<file path="src/rtl/dmem_responder_if.sv">
// dmem_responder_if
// Processor-side data-memory port of dmem_responder.
//   req, wren          : access request and direction (1 = store)
//   address_dmem, data : byte address and store data
//   access_type        : RISC-V funct3 load/store width code
//   q_dmem             : formatted load result
//   busy, done         : access in flight / one-cycle completion pulse
//   misaligned         : one-cycle rejection pulse (trap build only)
// master = processor, slave = responder.
interface dmem_responder_if;
    logic        req;
    logic        wren;
    logic [31:0] address_dmem;
    logic [31:0] data;
    logic [2:0]  access_type;
    logic [31:0] q_dmem;
    logic        busy;
    logic        done;
    logic        misaligned;

    modport master (
        output req, wren, address_dmem, data, access_type,
        input  q_dmem, busy, done, misaligned
    );

    modport slave (
        input  req, wren, address_dmem, data, access_type,
        output q_dmem, busy, done, misaligned
    );
endinterface

</file>
<file path="src/rtl/dmem_responder.sv">
// dmem_responder
// Bridges the processor data-memory port to a single-port synchronous word
// RAM (one-cycle read latency). Loads are lane-selected and sign/zero
// extended; byte/halfword stores are done as read-modify-write.
// Ports:
//   clock, reset : rising-edge clock, asynchronous active-low reset
//   bus          : processor port (dmem_responder_if.slave)
//   ram_addr     : RAM word address (address_dmem[RAM_AW+1:2])
//   ram_wen      : RAM write enable
//   ram_din      : RAM write data
//   ram_dout     : RAM read data, valid the cycle after ram_addr
// Build option: define DMEM_MISALIGN_TRAP_EN to reject misaligned halfword
// and word accesses with a misaligned pulse instead of truncating the
// offending low address bits.
//
// state   | meaning
// IDLE    | accepting requests; word stores complete here
// LD_WAIT | RAM read data present, load result formatted this cycle
// RMW_RD  | RAM word present, merge store lane(s) into it
// RMW_WR  | write merged word back
module dmem_responder #(
    parameter int RAM_AW = 12
) (
    input  logic              clock,
    input  logic              reset,
    dmem_responder_if.slave   bus,
    output logic [RAM_AW-1:0] ram_addr,
    output logic              ram_wen,
    output logic [31:0]       ram_din,
    input  logic [31:0]       ram_dout
);

    localparam logic [1:0] ST_IDLE    = 2'd0;
    localparam logic [1:0] ST_LD_WAIT = 2'd1;
    localparam logic [1:0] ST_RMW_RD  = 2'd2;
    localparam logic [1:0] ST_RMW_WR  = 2'd3;

    logic [1:0]        state;
    logic [RAM_AW-1:0] addr_q;
    logic [1:0]        lane_q;
    logic [2:0]        type_q;
    logic [15:0]       data_q;
    logic [31:0]       merged_q;
    logic [31:0]       q_hold;
    logic              done_q;
    logic              mis_q;

    logic              in_word;
    logic              in_half;
    logic              misalign_hit;
    logic [RAM_AW-1:0] in_idx;
    logic              unused_addr_bits;

    // Width decode: funct3[1] set means word (covers 010 and the
    // undefined codes 011/110/111); otherwise funct3[0] picks half vs byte.
    assign in_word = bus.access_type[1];
    assign in_half = !bus.access_type[1] && bus.access_type[0];
    assign in_idx  = bus.address_dmem[RAM_AW+1:2];
    assign unused_addr_bits = ^bus.address_dmem[31:RAM_AW+2];

`ifdef DMEM_MISALIGN_TRAP_EN
    assign misalign_hit = (in_half && bus.address_dmem[0]) ||
                          (in_word && (bus.address_dmem[1:0] != 2'b00));
`else
    assign misalign_hit = 1'b0;
`endif

    function automatic logic [31:0] fmt_load(input logic [31:0] word,
                                             input logic [1:0]  lane,
                                             input logic [2:0]  t);
        logic [15:0] half;
        logic [7:0]  byte_v;
        half = lane[1] ? word[31:16] : word[15:0];
        case (lane)
            2'd0:    byte_v = word[7:0];
            2'd1:    byte_v = word[15:8];
            2'd2:    byte_v = word[23:16];
            default: byte_v = word[31:24];
        endcase
        if (t[1])
            fmt_load = word;
        else if (t[0])
            fmt_load = t[2] ? {16'h0000, half} : {{16{half[15]}}, half};
        else
            fmt_load = t[2] ? {24'h000000, byte_v} : {{24{byte_v[7]}}, byte_v};
    endfunction

    function automatic logic [31:0] merge_store(input logic [31:0] word,
                                                input logic [1:0]  lane,
                                                input logic [2:0]  t,
                                                input logic [15:0] d);
        logic [31:0] m;
        m = word;
        if (t[0]) begin
            if (lane[1]) m[31:16] = d;
            else         m[15:0]  = d;
        end else begin
            case (lane)
                2'd0:    m[7:0]   = d[7:0];
                2'd1:    m[15:8]  = d[7:0];
                2'd2:    m[23:16] = d[7:0];
                default: m[31:24] = d[7:0];
            endcase
        end
        merge_store = m;
    endfunction

    // RAM side is combinational so the read issues in the request cycle.
    // Held at zero while in reset so an aborted RMW can never write.
    always_comb begin
        ram_addr = '0;
        ram_wen  = 1'b0;
        ram_din  = '0;
        if (reset) begin
            case (state)
                ST_IDLE: begin
                    if (bus.req && !misalign_hit) begin
                        ram_addr = in_idx;
                        if (bus.wren && in_word) begin
                            ram_wen = 1'b1;
                            ram_din = bus.data;
                        end
                    end
                end
                ST_RMW_WR: begin
                    ram_addr = addr_q;
                    ram_wen  = 1'b1;
                    ram_din  = merged_q;
                end
                default: ram_addr = addr_q;
            endcase
        end
    end

    // Load data is valid in LD_WAIT straight off the RAM; afterwards the
    // registered copy holds it until the next load.
    assign bus.q_dmem     = (state == ST_LD_WAIT) ? fmt_load(ram_dout, lane_q, type_q) : q_hold;
    assign bus.busy       = (state != ST_IDLE);
    assign bus.done       = done_q;
    assign bus.misaligned = mis_q;

    always_ff @(posedge clock or negedge reset) begin
        if (!reset) begin
            state    <= ST_IDLE;
            addr_q   <= '0;
            lane_q   <= 2'b00;
            type_q   <= 3'b000;
            data_q   <= 16'h0000;
            merged_q <= 32'h0;
            q_hold   <= 32'h0;
            done_q   <= 1'b0;
            mis_q    <= 1'b0;
        end else begin
            done_q <= 1'b0;
            mis_q  <= 1'b0;
            case (state)
                ST_IDLE: begin
                    if (bus.req) begin
                        if (misalign_hit) begin
                            mis_q <= 1'b1;
                        end else begin
                            addr_q <= in_idx;
                            lane_q <= bus.address_dmem[1:0];
                            type_q <= bus.access_type;
                            data_q <= bus.data[15:0];
                            if (!bus.wren) begin
                                // done lines up with LD_WAIT, the cycle the result is valid
                                done_q <= 1'b1;
                                state  <= ST_LD_WAIT;
                            end else if (in_word) begin
                                done_q <= 1'b1;
                            end else begin
                                state <= ST_RMW_RD;
                            end
                        end
                    end
                end
                ST_LD_WAIT: begin
                    q_hold <= fmt_load(ram_dout, lane_q, type_q);
                    state  <= ST_IDLE;
                end
                ST_RMW_RD: begin
                    merged_q <= merge_store(ram_dout, lane_q, type_q, data_q);
                    done_q   <= 1'b1;
                    state    <= ST_RMW_WR;
                end
                default: begin
                    state <= ST_IDLE;
                end
            endcase
        end
    end

endmodule

</file>
<file path="src/flat_wrapper.sv">
// flat-port wrapper written by rule: the top's interface ports become plain ports
module dmem_responder_flat 
#(
    parameter int RAM_AW = 12
)
  (clock, reset, ram_addr, ram_wen, ram_din, ram_dout, bus_req, bus_wren, bus_address_dmem, bus_data, bus_access_type, bus_q_dmem, bus_busy, bus_done, bus_misaligned);
  dmem_responder_if bus_i ();
  input  logic clock;
  input  logic reset;
  output logic [RAM_AW-1:0] ram_addr;
  output logic ram_wen;
  output logic [31:0] ram_din;
  input  logic [31:0] ram_dout;
  input wire logic [$bits(bus_i.req)-1:0] bus_req;
  input wire logic [$bits(bus_i.wren)-1:0] bus_wren;
  input wire logic [$bits(bus_i.address_dmem)-1:0] bus_address_dmem;
  input wire logic [$bits(bus_i.data)-1:0] bus_data;
  input wire logic [$bits(bus_i.access_type)-1:0] bus_access_type;
  output wire logic [$bits(bus_i.q_dmem)-1:0] bus_q_dmem;
  output wire logic [$bits(bus_i.busy)-1:0] bus_busy;
  output wire logic [$bits(bus_i.done)-1:0] bus_done;
  output wire logic [$bits(bus_i.misaligned)-1:0] bus_misaligned;
  assign bus_i.req = bus_req;
  assign bus_i.wren = bus_wren;
  assign bus_i.address_dmem = bus_address_dmem;
  assign bus_i.data = bus_data;
  assign bus_i.access_type = bus_access_type;
  assign bus_q_dmem = bus_i.q_dmem;
  assign bus_busy = bus_i.busy;
  assign bus_done = bus_i.done;
  assign bus_misaligned = bus_i.misaligned;
  dmem_responder #(.RAM_AW(RAM_AW)) u_core (.clock(clock), .reset(reset), .bus(bus_i), .ram_addr(ram_addr), .ram_wen(ram_wen), .ram_din(ram_din), .ram_dout(ram_dout));
endmodule
</file>
<file path="config.mk">
export PLATFORM = sky130hd
export DESIGN_NAME = dmem_responder_flat
export DESIGN_NICKNAME = d
export VERILOG_FILES = /design/src/rtl/dmem_responder_if.sv /design/src/rtl/dmem_responder.sv /design/src/flat_wrapper.sv
export SDC_FILE = /design/constraint.sdc
export NUM_CORES = 1
export LEC_CHECK = 0
export CAP_MARGIN = 20
export CORE_ASPECT_RATIO = 1.25
export CORE_MARGIN = 2
export CORE_UTILIZATION = 42
export DETAILED_ROUTE_END_ITERATION = 10
export GPL_TIMING_DRIVEN = 0
export PLACE_DENSITY = 0.87
export SKIP_LAST_GASP = 1
export SYNTH_ARGS = -nofsm -noshare
export SYNTH_HDL_FRONTEND = slang
export SYNTH_SLANG_ARGS = --single-unit
</file>
<file path="constraint.sdc">
create_clock -name clock -period 1.84 [get_ports clock]
set_input_delay 0.368 -clock clock [delete_from_list [all_inputs] [get_ports clock]]
set_output_delay 0.368 -clock clock [all_outputs]
set_load 0.01 [all_outputs]
</file>
* Yosys cells after proc, flatten, opt, wreduce, memory -nomap -nowiden
Cells that the tools add are included.
** Word-level totals
- Register bits :: 100
- Latch bits :: 0
- Bits in writable memories :: 0
- Bits in read-only memories :: 0
- Bits of input ports :: 103
- Output and inout bits :: 80
- Memories :: 0
** Operators by class
- $add $sub $neg :: 0
- Multipliers :: 0
- Divide/modulo/power cells :: 0
- $lt $le $gt $ge :: 0
- Eq/ne operators :: 7
- Shifts and indexed selects :: 0
- Multiplexer cells :: 33
- Bitwise operators :: 0
- Reduce and logical (&&, ||, !) cells :: 7
** Operators with widths (number)
- $mux 32 :: 9
- $pmux 32 s2 :: 1
- $mux 16 :: 3
- $mux 12 :: 3
- $mux 8 :: 4
- $pmux 8 s3 :: 1
- $eq 2x2->1 const B :: 3
- $mux 1 :: 6
- $mux 2 :: 3
- $eq 2x1->1 const B :: 2
- $logic_not 2->1 :: 2
- $pmux 1 s2 :: 2
- $pmux 2 s2 :: 1
- $reduce_and 2->1 :: 2
- $ne 3x3->1 const B :: 1
- $reduce_or 3->1 :: 1
- $ne 2x2->1 const B :: 1
- $reduce_bool 2->1 :: 1
- $logic_and 1x1->1 :: 1

* Longest topological paths before layout
- Depth after elaboration :: 6
- Gate-level depth with buffers :: 8
- Mapped depth without buffers :: 6

* Worst setup path after synthesis
Ideal clock, no wire load.
- Path type :: register -> output
- From :: register u_core.state[1]
- To :: output port bus_q_dmem[0]
- Data arrival time :: 1.527 ns
- Required time :: 1.472 ns
- Setup slack :: -0.055 ns
- Stages on the path, launching flop included :: 7
- Buffers on the path :: 2
- Cell sequence :: dfrtp_1 inv_1 ha_1 clkbuf_1 clkbuf_1 o221ai_1 o22ai_1
** On the way
- Cells in the longest elaborated chain, start to end :: 2
** Ends and longest elaborated chain
- start, declared :: line dmem_responder.sv:38 : logic [1:0] state;
- start signal, assigned :: line dmem_responder.sv:144 : state <= ST_IDLE;
- start signal, assigned :: line dmem_responder.sv:169 : state <= ST_LD_WAIT;
- start signal, assigned :: line dmem_responder.sv:173 : state <= ST_RMW_RD;
- $eq 2x1->1 :: line dmem_responder.sv:137 : assign bus.q_dmem = (state == ST_LD_WAIT) ? fmt_load(ram_dout, lane_q, type_q) : q_hold;
- $mux 32
- end, declared :: line flat_wrapper.sv:19 : output wire logic [$bits(bus_i.q_dmem)-1:0] bus_q_dmem;
No other way between the ends.

* Worst setup path in the final report
- From :: register u_core.state[1]
- To :: output port bus_q_dmem[12]
Same word-level chain as after synthesis.

==> flow_metrics.tcl <==
set metrics [dict create \
    outcome "finished with violations" \
    syn-instance-count 632 \
    ir_worst_vdd_mv 0.994 \
    ios 183 \
    fp.dieArea_sq_um 13600 \
    synthArstFlopShare_pct 100 \
    final_core_util_pct 71.2 \
    final-setup-viol-count 79 \
    slew_violations 0 \
    hpwl_microns 13600 \
    yosysSeqAreaShare_pct 47.0 \
    fin_area_sq_um 8940 \
    n_fill_cell 894 \
    cts.path.max_buffers 2 \
    dp.cells 964 \
    cpMostUsedCell "buf_6" \
    timing.rr.end "u_core.data_q[7]" \
    avgSynthCellArea_sq_um 8.42 \
    p_leak_uw 0.00405 \
    grt_pass1_vias 5704 \
    core_sq_um 12500 \
    ys_warn_count 0 \
    p_per_area_nw_per_um2 1840 \
    timing.rr.start "u_core.state[1]" \
    fin_crit_ns 2.45 \
    avgRoutedWirePerCell_microns 21.2 \
    drt_pass1_iterations 5 \
    crit_buf_inv 5 \
    area_delta_synth_final_pct 67.9 \
    start_util_pct 42.4 \
    via_per_inst 5.83 \
    syn_nets 739 \
    cp_cell_sequence "inv_2 > ha_4 > clkbuf_16 > nand2b_4 > nor3_4 > buf_6 > buf_6 > a21oi_2 > buf_2" \
    stdcell_count 1051 \
    grt_usage_pct 29.5 \
    cp-end-kind "output port" \
    grt_max_degree 61 \
    dr_total_vias 6132 \
    drtAntennaViolNets 0 \
    antenna_found_initial 1 \
    cts_root_buf "clkbuf_16" \
    critPathSlowestCell "dfrtp_1" \
    route.detailed.drc 0 \
    worst_ep_required_time_ns 1.47 \
    clk_latency_ns 0.35 \
    crit_fanout 4 \
    violations "negative setup slack" \
    portBuffers 163 \
    cts-htree-levels 3 \
    holdCritPathClass "in -> async" \
    drive_above_1_share_pct 36.3 \
    startpoint "u_core.state[1]" \
    finClkSkew_ns 0.00858 \
    postLayoutSetupSlackWorst_ns -0.607 \
    post-place-ws_ns -1.15 \
    ys_types 37 \
    cp_slowest_stage_delay_ns 0.40 \
    tritoncts "built" \
    netlist_area_sq_um 5320 \
    worst_pin_slew_ns 0.550 \
    clock_sinks 100 \
    slew-limit-headroom_pct 63.4 \
    fmax_mhz 409 \
    worstSetupPathType "reg -> out" \
    path_delay_family "buffers and inverters" \
    finalNetCount 984 \
    ys.flop_type "dfrtp_1" \
    cts_inserted_buffers 9 \
    finalHoldViolCount 0 \
    place_area_sq_um 7200 \
    r2r_cells 8 \
    clkTransAtPathRegs_ns 0.07 \
    die_w_microns 105 \
    die_y_microns 130 \
    grt_pass1_wl_microns 31200 \
    drtIter0Drc 557 \
    grt_setup_unrepaired "true" \
    routed_wirelength_microns 22300 \
    yosys_register_bits 100 \
    grt_overflow 0 \
    fin_crit_sh_pct 133 \
    cap_violations 0 \
    rows 46 \
    cp.arrival_ns 2.08 \
    synth-edff-count 0 \
    gp_congestion 0.962 \
    startpoint_type "flip-flop" \
    rrSetupSlack_ns -0.04 \
]
==> per-layer routing <==
layer | track usage, % | routed length (microns)
met1 | 36.1 | 8090
met2 | 50.6 | 10900
met5 | 0 | 0
met4 | 15.5 | 1510
met3 | 4.95 | 1840
==> cell usage in the layout, fill, tap and decap left out, types with 7 or more instances in the layout <==
master           count
a21boi_1             7
a21oi_1             23
a22oi_1             11
a22oi_2             22
a2bb2oi_1            7
buf_12               9
buf_2               59
buf_4               45
buf_6               44
buf_8                7
clkbuf_16           12
clkbuf_2            15
clkbuf_8             7
clkdlybuf4s50_1     78
dfrtp_1             97
inv_1               32
mux2i_1             16
nand2_1            133
nand2_2             10
nand2_4             11
nand3b_1             8
nor2_1              54
nor2b_1              9
o21ai_0             45
o221ai_1             9
o22ai_1              7
==> metrics by stage <==
stage	hold slack, ns	setup TNS [ns]	power [uW]
after CTS	0.0248	-31.21	14200
final	0.0139	-35.74	16500
after floorplan	0.0724	0	7980
after global routing	0.0352	-41.10	17300
after detailed placement	0.414	-76.68	11100
after global placement	0.458	-554.98	11000
==> worst max-delay path by stage <==
stage          slack, ns             end  cells past startpoint
6_report           -0.61  bus_q_dmem[12]                      9
5_1_grt            -0.65  bus_q_dmem[12]                      9
4_1_cts            -0.51  bus_q_dmem[29]                      7
3_5_place_dp       -1.15      ram_din[3]                      7
3_3_place_gp       -4.18      ram_din[3]                      6
2_1_floorplan       0.03     ram_din[22]                      7
==> flip-flops by register name (all words and copies together), names as in the netlist <==
name and cells:
u_core.state 2, u_core.data_q 16, u_core.bus.done 1, u_core.addr_q 12
u_core.type_q 3, u_core.q_hold 32, u_core.lane_q 2, u_core.merged_q 32
==> synth_stat cells (7+ instances only) <==
cell type  number  share of area [%]
inv_1          35                2.5
a2bb2oi_1       7                1.2
mux2_2          8                1.7
mux2i_1        19                3.6
o221ai_1       15                2.5
a21boi_0       12                1.7
a21oi_1        30                2.8
o22ai_1        13                1.5
nand2_1       154                 11
nand3b_1        8                1.1
clkbuf_1       27                1.9
a22oi_1        33                4.7
nor2_1         58                4.1
o21ai_0        51                4.8
buf_2          10               0.94
nor2b_1        10                1.2
dfrtp_1       100                 47
==> kinds of logic after synthesis <==
logic type / Yosys count / share of synthesized area [%]
other: 1 / 0.0705
multiplexers: 27 / 5.27
adder cells (fa/ha/maj): 4 / 0.941
buffers and inverters: 84 / 6.65
AND/OR/NAND/NOR: 246 / 19.5
flip-flops: 100 / 47.0
AO/OA/AOI/OAI: 170 / 20.5
==> area by class of cell <==
type | instances | area [sq um] | share of cell area, %
Buffer | 44 | 420 | 4.70
Tap cell | 168 | 210 | 2.35
Inverter | 36 | 145 | 1.62
Clock inverter | 3 | 67.6 | 0.756
Timing Repair Buffer | 238 | 2130 | 23.9
Multi-Input combinational cell | 448 | 3180 | 35.6
Clock buffer | 13 | 270 | 3.02
Antenna cell | 1 | 2.50 | 0.0280
Sequential cell | 100 | 2510 | 28.0
==> report_power, final <==
| part | switching (uW) | internal (uW) |
|---|---|---|
| logic | 5530 | 4760 |
| registers | 715 | 3320 |
| clock network | 842 | 1310 |
==> timing repair <==
| action | 4_1_cts | 5_1_grt |
|---|---|---|
| setup endpoints to repair | 78 | 115 |
| gates resized for setup | 421 | 181 |
| pin swaps | 30 | 51 |
| endpoints found under the hold margin | 43 | 0 |
| hold buffers | 1 | 0 |
| gates cloned | 5 | 2 |
| buffers inserted | 38 | 32 |
No activity file was read; power rests on OpenSTA's default activity.
